[config.mk]
export PLATFORM = sky130hd
export DESIGN_NAME = apb_accel_csr_gen2_flat
export DESIGN_NICKNAME = d
export VERILOG_FILES = /design/src/rtl/accel_csr_pkg.sv /design/src/rtl/apb_accel_csr_gen2_if.sv /design/src/rtl/accel_csr_res_fifo.sv /design/src/rtl/apb_accel_csr_gen2.sv /design/src/flat_wrapper.sv
export SDC_FILE = /design/constraint.sdc
export NUM_CORES = 2
export LEC_CHECK = 0
export BUFFER_PORTS_ARGS = -buffer_cell sky130_fd_sc_hd__buf_2
export CORE_AREA = 2 2 576 578
export DETAILED_ROUTE_END_ITERATION = 10
export DIE_AREA = 0 0 578 580
export PLACE_DENSITY = 0.33
export SYNTH_ARGS = -nofsm -noshare
export SYNTH_HDL_FRONTEND = slang
export SYNTH_SLANG_ARGS = --single-unit
export TNS_END_PERCENT = 50
[constraint.sdc]
create_clock -name PCLK -period 12.58 [get_ports PCLK]
set_input_delay 3.774 -clock PCLK [delete_from_list [all_inputs] [get_ports PCLK]]
set_output_delay 3.774 -clock PCLK [all_outputs]
set_load 0.03 [all_outputs]
[src/rtl/accel_csr_pkg.sv]
// accel_csr_pkg: shared constants and helpers for apb_accel_csr_gen2.
// Holds the word-offset functions of NUM_WEIGHT/NUM_IMG, the STATUS bit positions,
// the WCMD channel indices, the IRQ bit indices and the byte-strobe merge helper.
package accel_csr_pkg;

    // WCMD / o_cmd_valid channel indices
    typedef enum logic [1:0] {
        CMD_WR_WEIGHT  = 2'd0,
        CMD_RD_WEIGHT  = 2'd1,
        CMD_WR_CLAUSES = 2'd2,
        CMD_RD_CLAUSES = 2'd3
    } cmd_op_e;

    localparam int unsigned CMD_N = 4;

    // STATUS bit positions
    localparam int unsigned ST_IMG     = 4;
    localparam int unsigned ST_EMPTY   = 5;
    localparam int unsigned ST_FULL    = 6;
    localparam int unsigned ST_CNT_LSB = 8;
    localparam int unsigned ST_CNT_W   = 5;
    localparam int unsigned ST_RES_OVF = 16;
    localparam int unsigned ST_CMD_OVR = 17;

`ifdef ACCEL_CSR_IRQ_EN
    // IRQ_STAT / IRQ_EN bit indices
    localparam int unsigned IRQ_PUSH = 0;
    localparam int unsigned IRQ_OVF  = 1;
`endif

    // Word offsets; weights start at word 0
    function automatic int unsigned off_waddr(input int unsigned nw);
        return nw;
    endfunction
    function automatic int unsigned off_wcmd(input int unsigned nw);
        return nw + 1;
    endfunction
    function automatic int unsigned off_img(input int unsigned nw);
        return nw + 2;
    endfunction
    function automatic int unsigned off_img_cmd(input int unsigned nw, input int unsigned ni);
        return nw + 2 + ni;
    endfunction
    function automatic int unsigned off_result(input int unsigned nw, input int unsigned ni);
        return nw + 3 + ni;
    endfunction
    function automatic int unsigned off_status(input int unsigned nw, input int unsigned ni);
        return nw + 4 + ni;
    endfunction
    function automatic int unsigned off_mp(input int unsigned nw, input int unsigned ni);
        return nw + 5 + ni;
    endfunction
    function automatic int unsigned off_irq_en(input int unsigned nw, input int unsigned ni);
        return nw + 6 + ni;
    endfunction
    function automatic int unsigned off_irq_stat(input int unsigned nw, input int unsigned ni);
        return nw + 7 + ni;
    endfunction

    // Byte-wise write merge under PSTRB
    function automatic logic [31:0] merge_bytes(input logic [31:0] cur,
                                                input logic [31:0] wdata,
                                                input logic [3:0]  strb);
        logic [31:0] res;
        res = cur;
        for (int i = 0; i < 4; i++) begin
            if (strb[i]) res[8*i +: 8] = wdata[8*i +: 8];
        end
        return res;
    endfunction

endpackage

[src/rtl/apb_accel_csr_gen2_if.sv]
// apb_accel_csr_gen2_if: APB3/4 slave bus bundle.
// master drives PSEL/PADDR/PENABLE/PWRITE/PWDATA/PSTRB; slave returns PRDATA/PREADY/PSLVERR.
interface apb_accel_csr_gen2_if #(
    parameter int unsigned ADDR_W = 10
);
    logic              PSEL;
    logic [ADDR_W-1:0] PADDR;
    logic              PENABLE;
    logic              PWRITE;
    logic [31:0]       PWDATA;
    logic [3:0]        PSTRB;
    logic [31:0]       PRDATA;
    logic              PREADY;
    logic              PSLVERR;

    modport master (
        output PSEL, PADDR, PENABLE, PWRITE, PWDATA, PSTRB,
        input  PRDATA, PREADY, PSLVERR
    );

    modport slave (
        input  PSEL, PADDR, PENABLE, PWRITE, PWDATA, PSTRB,
        output PRDATA, PREADY, PSLVERR
    );
endinterface

[src/rtl/accel_csr_res_fifo.sv]
// accel_csr_res_fifo: synchronous FIFO for accelerator results.
// Ports: clk, rst (sync active-high), push/din, pop, head (current front entry),
// full, empty, count. Caller only asserts push when !full or when popping in the same cycle.
module accel_csr_res_fifo #(
    parameter int unsigned DEPTH = 4,
    parameter int unsigned W     = 32
) (
    input  logic                       clk,
    input  logic                       rst,
    input  logic                       push,
    input  logic [W-1:0]               din,
    input  logic                       pop,
    output logic [W-1:0]               head,
    output logic                       full,
    output logic                       empty,
    output logic [$clog2(DEPTH):0]     count
);
    localparam int unsigned PTR_W = $clog2(DEPTH);
    localparam int unsigned CNT_W = PTR_W + 1;

    logic [W-1:0]     mem [DEPTH];
    logic [PTR_W-1:0] wr_ptr;
    logic [PTR_W-1:0] rd_ptr;

    // Pointers wrap naturally since DEPTH is a power of two
    always_ff @(posedge clk) begin
        if (rst) begin
            wr_ptr <= '0;
            rd_ptr <= '0;
            count  <= '0;
            for (int i = 0; i < int'(DEPTH); i++) mem[i] <= '0;
        end else begin
            if (push) begin
                mem[wr_ptr] <= din;
                wr_ptr      <= wr_ptr + PTR_W'(1);
            end
            if (pop) rd_ptr <= rd_ptr + PTR_W'(1);
            unique case ({push, pop})
                2'b10:   count <= count + CNT_W'(1);
                2'b01:   count <= count - CNT_W'(1);
                default: ;
            endcase
        end
    end

    assign head  = mem[rd_ptr];
    assign full  = (count == CNT_W'(DEPTH));
    assign empty = (count == '0);
endmodule

[src/rtl/apb_accel_csr_gen2.sv]
// apb_accel_csr_gen2: APB CSR block between the fabric and class_top glue.
// Ports: PCLK, PRESET (sync active-high), apb (slave modport), weight data/address,
// o_cmd_valid/i_cmd_ready (4 held requests), image data with o_img_valid/i_img_ready,
// i_result_valid/i_result_data into the result FIFO, o_model_params, o_irq.
// Optional feature macro: ACCEL_CSR_IRQ_EN (adds IRQ_EN/IRQ_STAT and a live o_irq).
module apb_accel_csr_gen2
    import accel_csr_pkg::*;
#(
    parameter int unsigned NUM_WEIGHT = 8,
    parameter int unsigned NUM_IMG    = 32,
    parameter int unsigned MP_W       = 19,
    parameter int unsigned RES_W      = 32,
    parameter int unsigned RES_DEPTH  = 4,
    parameter int unsigned ADDR_W     = 10
) (
    input  logic                      PCLK,
    input  logic                      PRESET,
    apb_accel_csr_gen2_if.slave       apb,
    output logic [32*NUM_WEIGHT-1:0]  o_weight_data,
    output logic [31:0]               o_weight_addr,
    output logic [CMD_N-1:0]          o_cmd_valid,
    input  logic [CMD_N-1:0]          i_cmd_ready,
    output logic [32*NUM_IMG-1:0]     o_img_data,
    output logic                      o_img_valid,
    input  logic                      i_img_ready,
    input  logic                      i_result_valid,
    input  logic [RES_W-1:0]          i_result_data,
    output logic [MP_W-1:0]           o_model_params,
    output logic                      o_irq
);
    localparam int unsigned CNT_W     = $clog2(RES_DEPTH) + 1;
    localparam int unsigned A_WADDR   = off_waddr(NUM_WEIGHT);
    localparam int unsigned A_WCMD    = off_wcmd(NUM_WEIGHT);
    localparam int unsigned A_IMG     = off_img(NUM_WEIGHT);
    localparam int unsigned A_IMG_CMD = off_img_cmd(NUM_WEIGHT, NUM_IMG);
    localparam int unsigned A_RESULT  = off_result(NUM_WEIGHT, NUM_IMG);
    localparam int unsigned A_STATUS  = off_status(NUM_WEIGHT, NUM_IMG);
    localparam int unsigned A_MP      = off_mp(NUM_WEIGHT, NUM_IMG);
`ifdef ACCEL_CSR_IRQ_EN
    localparam int unsigned A_IRQ_EN   = off_irq_en(NUM_WEIGHT, NUM_IMG);
    localparam int unsigned A_IRQ_STAT = off_irq_stat(NUM_WEIGHT, NUM_IMG);
    localparam int unsigned A_LAST     = A_IRQ_STAT;
`else
    localparam int unsigned A_LAST     = A_MP;
`endif

    logic [ADDR_W-1:0] paddr;
    logic [31:0]       addr;
    logic access, wr, rd;
    logic hit_weight, hit_waddr, hit_wcmd, hit_img, hit_img_cmd;
    logic hit_result, hit_status, hit_mp, mapped;

    // Address decode on the word index
    assign paddr       = apb.PADDR;
    assign addr        = 32'(paddr);
    assign access      = apb.PSEL & apb.PENABLE;
    assign wr          = access & apb.PWRITE;
    assign rd          = access & ~apb.PWRITE;
    assign hit_weight  = (addr < NUM_WEIGHT);
    assign hit_waddr   = (addr == A_WADDR);
    assign hit_wcmd    = (addr == A_WCMD);
    assign hit_img     = (addr >= A_IMG) && (addr < A_IMG_CMD);
    assign hit_img_cmd = (addr == A_IMG_CMD);
    assign hit_result  = (addr == A_RESULT);
    assign hit_status  = (addr == A_STATUS);
    assign hit_mp      = (addr == A_MP);
    assign mapped      = (addr <= A_LAST);

    // Held request flags: bits 3:0 are the cmd channels, bit 4 is the image channel
    logic [4:0] req_q, req_set, req_rdy;
    logic       cmd_busy, img_busy, cmd_ovr_evt;

    always_comb begin
        req_set = '0;
        if (wr && hit_wcmd && apb.PSTRB[0])    req_set[3:0] = apb.PWDATA[3:0];
        if (wr && hit_img_cmd && apb.PSTRB[0]) req_set[4]   = apb.PWDATA[0];
    end

    assign req_rdy     = {i_img_ready, i_cmd_ready};
    assign o_cmd_valid = req_q[3:0];
    assign o_img_valid = req_q[4];
    assign cmd_busy    = |req_q[3:0];
    assign img_busy    = req_q[4];
    // Re-requesting a pending cmd channel does nothing except flag the overrun
    assign cmd_ovr_evt = |(req_set[3:0] & req_q[3:0]);

    // Result FIFO
    logic             fifo_push, fifo_pop, fifo_full, fifo_empty, ovf_evt;
    logic [RES_W-1:0] fifo_head;
    logic [CNT_W-1:0] fifo_count;

    // A pop in the same cycle frees the slot, so a push into a full FIFO still lands
    assign fifo_pop  = rd & hit_result & ~fifo_empty;
    assign fifo_push = i_result_valid & (~fifo_full | fifo_pop);
    assign ovf_evt   = i_result_valid & fifo_full & ~fifo_pop;

    accel_csr_res_fifo #(.DEPTH(RES_DEPTH), .W(RES_W)) u_res_fifo (
        .clk   (PCLK),
        .rst   (PRESET),
        .push  (fifo_push),
        .din   (i_result_data),
        .pop   (fifo_pop),
        .head  (fifo_head),
        .full  (fifo_full),
        .empty (fifo_empty),
        .count (fifo_count)
    );

    logic res_ovf_q, cmd_ovr_q;
    logic clr_ovf, clr_ovr;

    assign clr_ovf = wr & hit_status & apb.PSTRB[2] & apb.PWDATA[ST_RES_OVF];
    assign clr_ovr = wr & hit_status & apb.PSTRB[2] & apb.PWDATA[ST_CMD_OVR];

    // Register file, handshake flags and sticky status
    always_ff @(posedge PCLK) begin
        if (PRESET) begin
            o_weight_data  <= '0;
            o_weight_addr  <= '0;
            o_img_data     <= '0;
            o_model_params <= '0;
            req_q          <= '0;
            res_ovf_q      <= 1'b0;
            cmd_ovr_q      <= 1'b0;
        end else begin
            if (wr && !cmd_busy) begin
                for (int unsigned k = 0; k < NUM_WEIGHT; k++) begin
                    if (addr == k)
                        o_weight_data[32*k +: 32] <= merge_bytes(o_weight_data[32*k +: 32],
                                                                 apb.PWDATA, apb.PSTRB);
                end
                if (hit_waddr) o_weight_addr <= merge_bytes(o_weight_addr, apb.PWDATA, apb.PSTRB);
            end
            if (wr && !img_busy) begin
                for (int unsigned k = 0; k < NUM_IMG; k++) begin
                    if (addr == A_IMG + k)
                        o_img_data[32*k +: 32] <= merge_bytes(o_img_data[32*k +: 32],
                                                              apb.PWDATA, apb.PSTRB);
                end
            end
            if (wr && hit_mp)
                o_model_params <= MP_W'(merge_bytes(32'(o_model_params), apb.PWDATA, apb.PSTRB));
            req_q     <= (req_q & ~req_rdy) | (req_set & ~req_q);
            res_ovf_q <= ovf_evt | (res_ovf_q & ~clr_ovf);
            cmd_ovr_q <= cmd_ovr_evt | (cmd_ovr_q & ~clr_ovr);
        end
    end

`ifdef ACCEL_CSR_IRQ_EN
    logic [1:0] irq_en_q, irq_stat_q, irq_clr, irq_set;

    assign irq_clr           = {2{wr & (addr == A_IRQ_STAT) & apb.PSTRB[0]}} & apb.PWDATA[1:0];
    assign irq_set[IRQ_PUSH] = fifo_push;
    assign irq_set[IRQ_OVF]  = ovf_evt;

    // Set beats a same-cycle W1C
    always_ff @(posedge PCLK) begin
        if (PRESET) begin
            irq_en_q   <= '0;
            irq_stat_q <= '0;
            o_irq      <= 1'b0;
        end else begin
            if (wr && (addr == A_IRQ_EN) && apb.PSTRB[0]) irq_en_q <= apb.PWDATA[1:0];
            irq_stat_q <= (irq_stat_q & ~irq_clr) | irq_set;
            o_irq      <= |(irq_stat_q & irq_en_q);
        end
    end
`else
    assign o_irq = 1'b0;
`endif

    logic [31:0] status, rd_val;

    always_comb begin
        status                           = '0;
        status[3:0]                      = o_cmd_valid;
        status[ST_IMG]                   = o_img_valid;
        status[ST_EMPTY]                 = fifo_empty;
        status[ST_FULL]                  = fifo_full;
        status[ST_CNT_LSB +: ST_CNT_W]   = ST_CNT_W'(fifo_count);
        status[ST_RES_OVF]               = res_ovf_q;
        status[ST_CMD_OVR]               = cmd_ovr_q;
    end

    // Read mux; unmapped and empty-RESULT reads give 0
    always_comb begin
        rd_val = '0;
        for (int unsigned k = 0; k < NUM_WEIGHT; k++)
            if (addr == k) rd_val = o_weight_data[32*k +: 32];
        for (int unsigned k = 0; k < NUM_IMG; k++)
            if (addr == A_IMG + k) rd_val = o_img_data[32*k +: 32];
        if (hit_waddr)                 rd_val = o_weight_addr;
        if (hit_wcmd)                  rd_val = 32'(o_cmd_valid);
        if (hit_img_cmd)               rd_val = 32'(o_img_valid);
        if (hit_result && !fifo_empty) rd_val = 32'(fifo_head);
        if (hit_status)                rd_val = status;
        if (hit_mp)                    rd_val = 32'(o_model_params);
`ifdef ACCEL_CSR_IRQ_EN
        if (addr == A_IRQ_EN)          rd_val = 32'(irq_en_q);
        if (addr == A_IRQ_STAT)        rd_val = 32'(irq_stat_q);
`endif
    end

    assign apb.PRDATA  = (apb.PSEL && !apb.PWRITE) ? rd_val : 32'h0;
    assign apb.PREADY  = 1'b1;
    assign apb.PSLVERR = access & (~mapped
                                   | (wr & hit_result)
                                   | (wr & (hit_weight | hit_waddr) & cmd_busy)
                                   | (wr & hit_img & img_busy)
                                   | (rd & hit_result & fifo_empty));
endmodule

[src/flat_wrapper.sv]
// flat-port wrapper written by rule: the top's interface ports become plain ports
module apb_accel_csr_gen2_flat import accel_csr_pkg::*;
#(
    parameter int unsigned NUM_WEIGHT = 8,
    parameter int unsigned NUM_IMG    = 32,
    parameter int unsigned MP_W       = 19,
    parameter int unsigned RES_W      = 32,
    parameter int unsigned RES_DEPTH  = 4,
    parameter int unsigned ADDR_W     = 10
)
  (PCLK, PRESET, o_weight_data, o_weight_addr, o_cmd_valid, i_cmd_ready, o_img_data, o_img_valid, i_img_ready, i_result_valid, i_result_data, o_model_params, o_irq, apb_PSEL, apb_PADDR, apb_PENABLE, apb_PWRITE, apb_PWDATA, apb_PSTRB, apb_PRDATA, apb_PREADY, apb_PSLVERR);
  apb_accel_csr_gen2_if #(.ADDR_W(ADDR_W)) apb_i ();
  input  logic PCLK;
  input  logic PRESET;
  output logic [32*NUM_WEIGHT-1:0] o_weight_data;
  output logic [31:0] o_weight_addr;
  output logic [CMD_N-1:0] o_cmd_valid;
  input  logic [CMD_N-1:0] i_cmd_ready;
  output logic [32*NUM_IMG-1:0] o_img_data;
  output logic o_img_valid;
  input  logic i_img_ready;
  input  logic i_result_valid;
  input  logic [RES_W-1:0] i_result_data;
  output logic [MP_W-1:0] o_model_params;
  output logic o_irq;
  input wire logic [$bits(apb_i.PSEL)-1:0] apb_PSEL;
  input wire logic [$bits(apb_i.PADDR)-1:0] apb_PADDR;
  input wire logic [$bits(apb_i.PENABLE)-1:0] apb_PENABLE;
  input wire logic [$bits(apb_i.PWRITE)-1:0] apb_PWRITE;
  input wire logic [$bits(apb_i.PWDATA)-1:0] apb_PWDATA;
  input wire logic [$bits(apb_i.PSTRB)-1:0] apb_PSTRB;
  output wire logic [$bits(apb_i.PRDATA)-1:0] apb_PRDATA;
  output wire logic [$bits(apb_i.PREADY)-1:0] apb_PREADY;
  output wire logic [$bits(apb_i.PSLVERR)-1:0] apb_PSLVERR;
  assign apb_i.PSEL = apb_PSEL;
  assign apb_i.PADDR = apb_PADDR;
  assign apb_i.PENABLE = apb_PENABLE;
  assign apb_i.PWRITE = apb_PWRITE;
  assign apb_i.PWDATA = apb_PWDATA;
  assign apb_i.PSTRB = apb_PSTRB;
  assign apb_PRDATA = apb_i.PRDATA;
  assign apb_PREADY = apb_i.PREADY;
  assign apb_PSLVERR = apb_i.PSLVERR;
  apb_accel_csr_gen2 #(.NUM_WEIGHT(NUM_WEIGHT), .NUM_IMG(NUM_IMG), .MP_W(MP_W), .RES_W(RES_W), .RES_DEPTH(RES_DEPTH), .ADDR_W(ADDR_W)) u_core (.PCLK(PCLK), .PRESET(PRESET), .apb(apb_i), .o_weight_data(o_weight_data), .o_weight_addr(o_weight_addr), .o_cmd_valid(o_cmd_valid), .i_cmd_ready(i_cmd_ready), .o_img_data(o_img_data), .o_img_valid(o_img_valid), .i_img_ready(i_img_ready), .i_result_valid(i_result_valid), .i_result_data(i_result_data), .o_model_params(o_model_params), .o_irq(o_irq));
endmodule
==> metrics.csv <==
stage,metric,value,unit
power,p_leak,31.9,nW
layout,area_growth_syn_to_layout,31.3,%
synth,synthArstFlopShare,0,%
worst_setup_path,required,8.81,ns
detailed_routing,dr.first_iter.drc_count,11600,
worst_setup_path,cp.depth,12,
power,p_per_area,132,nW/um^2
sta,slew_violations,3,
hold_path,hold_depth,2,
layout,final_cell_mix,"2533 x nand2_1, 1447 x buf_2, 1346 x dfxtp_1",
worst_setup_path,cp_num_buf_inv,4,
sta,slew_headroom,-0.729,%
worst_setup_path,reg2reg_slack,7.94,ns
grt,grt_max_degree,196,
power,clkPwrFrac,51.6,%
power,seq_power_share,42.8,%
synth,dominantRegCellSynth,dfxtp_1,
power,power.internal,8.17,mW
cts,clockRootBuffer,clkbuf_16,
grt,grt.overflow.total,0,
layout,final_core_util,25.7,%
detailed_routing,via_per_inst,5.50,
cts,path_clk_slew,0.06,ns
power,p_switching,2.99,mW
sta,rsz0062_at_grt,no,
run_status,status,finished with violations,
floorplanning,initial_core_util,19.6,%
sta,worst_slew_pin_slew,1.50,ns
worst_setup_path,cp_cell_sequence,"buf_8, buf_4, and4bb_4, a22o_1, a221oi_1, o311ai_0, a21oi_1, a21oi_1, buf_4, o221ai_1, a211oi_1, buf_2",
synth,ys_ff_latch,1475,
detailed_routing,drcViolationCount,0,
detailed_routing,vias,77200,
synth,synth_area,64400,um^2
run_status,violations,"max-capacitance violations, max-slew violations",
sta,finalSetupViolCount,0,
cts,cts_buffers,195,
worst_setup_path,end_kind,output pin,
worst_setup_path,r2r_cells,6,
place,dp_hpwl,508,mm
layout,fin_nets,9588,
grt,grt_pass1_wl,801,mm
layout,drive_above_1_share,24.1,%
cts,tritoncts,done,
cts,cts_setup_buffers,0,
cts,worstSkewPairLatency,0.93,ns
synth,synthCells,8129,
detailed_routing,first_pass_iters,7,
cts,ctsHoldBuffers,0,
floorplanning,die_h,580,um
detailed_routing,ant_nets,0,
sta,skew,0.0639,ns
worst_setup_path,cp-start-kind,primary input,
cts,ctsHtreeMaxLevel,4,
cts,clock-sinks,1475,
power,ir_drop,0.111,mV
grt,antenna_found_initial,106,
hold_path,hp-class,reg2reg,
synth,ys_types,95,
grt,groute.usage.overall,36.6,%
detailed_routing,drt-total-wl,642,mm
sta,period_minus_slack,12.48,ns
floorplanning,chipWidth,578,um
worst_setup_path,crit_type,in2out,
floorplanning,dieArea,335000,um^2
place,port_buffers,1457,
layout,final_common_cell,nand2_1,
sta,max_freq,80.1,MHz
worst_setup_path,slowest_delay,0.96,ns
power,p_comb_share,5.6,%
synth,yosys_warnings,0,
floorplanning,io_pins,1460,
floorplanning,rows,211,
worst_setup_path,crit_slowest_cell,a21oi_1,
cts,cts.path.max_buffers,4,
synth,syn-num-nets,8219,
worst_setup_path,crit_family,compound AO/OA/AOI/OAI gates,
power,swShare,26.8,%
synth,yosysSeqAreaShare,47.8,%
synth,synth-edff-count,128,
detailed_routing,wl_per_cell,45.7,um
worst_setup_path,cp.arrival,8.70,ns
synth,synth.avg_cell_area,7.92,um^2
place,place.gp.congestion,1.01,
layout,fillers,36100,
sta,tns,0,ns
sta,fin_crit_sh,99.2,%
worst_setup_path,crit_fanout,44,
flow_run,cap_violations,1,
floorplanning,fp.coreArea,329000,um^2
grt,grt_pass1_vias,69700,
sta,hold_viol,0,
cts,cts_resized,0,
[worst paths after layout]
check,from,to
min reg2reg,u_core.o_img_data[539],u_core.o_img_data[539]
max,apb_PADDR[0],apb_PRDATA[13]
min,u_core.o_img_data[539],u_core.o_img_data[539]
max reg2reg,u_core.req_q[2],u_core.o_weight_data[90]
[synth_stat cells, types with 12 or more instances]
| master | instances | share of area [%] |
|---|---|---|
| a2111oi_0 | 18 | 0.24 |
| a211oi_1 | 27 | 0.31 |
| a21oi_1 | 1312 | 10 |
| a221o_1 | 37 | 0.57 |
| a221oi_1 | 97 | 1.3 |
| a222oi_1 | 44 | 0.68 |
| a22o_1 | 43 | 0.58 |
| a22oi_1 | 164 | 1.9 |
| a31oi_1 | 29 | 0.28 |
| a32oi_1 | 12 | 0.16 |
| and2_1 | 40 | 0.39 |
| and3_1 | 18 | 0.17 |
| buf_1 | 67 | 0.39 |
| buf_2 | 77 | 0.60 |
| clkbuf_1 | 479 | 2.8 |
| dfxtp_1 | 1347 | 42 |
| edfxtp_1 | 128 | 6.0 |
| inv_1 | 39 | 0.23 |
| mux2_2 | 25 | 0.44 |
| mux2i_1 | 199 | 3.1 |
| mux4_2 | 48 | 1.7 |
| nand2_1 | 2546 | 15 |
| nand2b_1 | 14 | 0.14 |
| nand3_1 | 60 | 0.47 |
| nand4_1 | 17 | 0.17 |
| nor2_1 | 527 | 3.1 |
| nor2b_1 | 16 | 0.16 |
| nor3_1 | 55 | 0.43 |
| nor3_2 | 27 | 0.42 |
| o2111ai_1 | 13 | 0.18 |
| o211ai_1 | 30 | 0.35 |
| o21a_1 | 14 | 0.16 |
| o21ai_0 | 295 | 2.3 |
| o221ai_1 | 40 | 0.54 |
| o22ai_1 | 40 | 0.39 |
[layer usage]
| metal | GRT usage [%] | wire (um) | vias up |
|---|---|---|---|
| li1 | - | - | 31100 |
| met1 | 43.3 | 241000 | 39300 |
| met2 | 56.1 | 278000 | 5608 |
| met3 | 11.7 | 69400 | 1202 |
| met4 | 25.0 | 53200 | 32 |
| met5 | 0 | 213 | - |
[cell families after synthesis]
| group | synth area share (%) |
|---|---|
| multiplexers | 5.21 |
| AO/OA/AOI/OAI | 21.3 |
| buffers and inverters | 4.14 |
| AND/OR/NAND/NOR | 21.3 |
| flip-flops | 47.8 |
| XOR/XNOR | 0.0952 |
| other | 0.0117 |
| adder cells (fa/ha/maj) | 0.0311 |
[registers in the layout, indices dropped and copies added (netlist names), named ones only]
name	count
u_core.cmd_ovr_q	1
u_core.o_img_data	1024
u_core.o_model_params	19
u_core.o_weight_addr	32
u_core.o_weight_data	256
u_core.req_q	5
u_core.res_ovf_q	1
u_core.u_res_fifo.count	3
u_core.u_res_fifo.mem	128
u_core.u_res_fifo.rd_ptr	2
u_core.u_res_fifo.wr_ptr	2
[worst min-delay path: stages, from the launching register on]
cell and delay (ns):
dfxtp_1 0.32, nand2_1 0.05, a21oi_1 0.05
[cell type report]
class                   count  area, um^2  area share (%)
flip-flops and latches   1475       30800            36.4
well taps                4366        5460            6.46
inverters                  40         150           0.178
repair buffers           1804       10200            12.1
clock buffers             282        5640            6.67
clock inverters            60         691           0.817
multi-input cells        5982       31500            37.2
diodes                     35        87.6           0.104
[power by group through the flow]
stage | Clock (mW) | Combinational (mW) | Sequential (mW)
after floorplan | 0 | 0.261 | 4.88
after global placement | 0 | 0.603 | 4.88
after detailed placement | 0 | 0.605 | 4.88
after CTS | 5.81 | 0.606 | 4.78
after global routing | 5.95 | 0.615 | 4.78
final | 5.76 | 0.623 | 4.78
[stage by stage]
stage	hold WS, ns	std cells	power [mW]	area [um^2]	setup WS (ns)
2_1_floorplan	0.454	8129	5.14	64400	2.27
3_3_place_gp	0.457	13700	5.48	78100	0.263
3_5_place_dp	0.462	13700	5.49	78200	0.306
4_1_cts	0.470	14000	11.2	84500	0.295
5_1_grt	0.488	14000	11.3	84500	0.191
6_report	0.469	14000	11.2	84600	0.101
No activity file was read; power rests on OpenSTA's default activity.
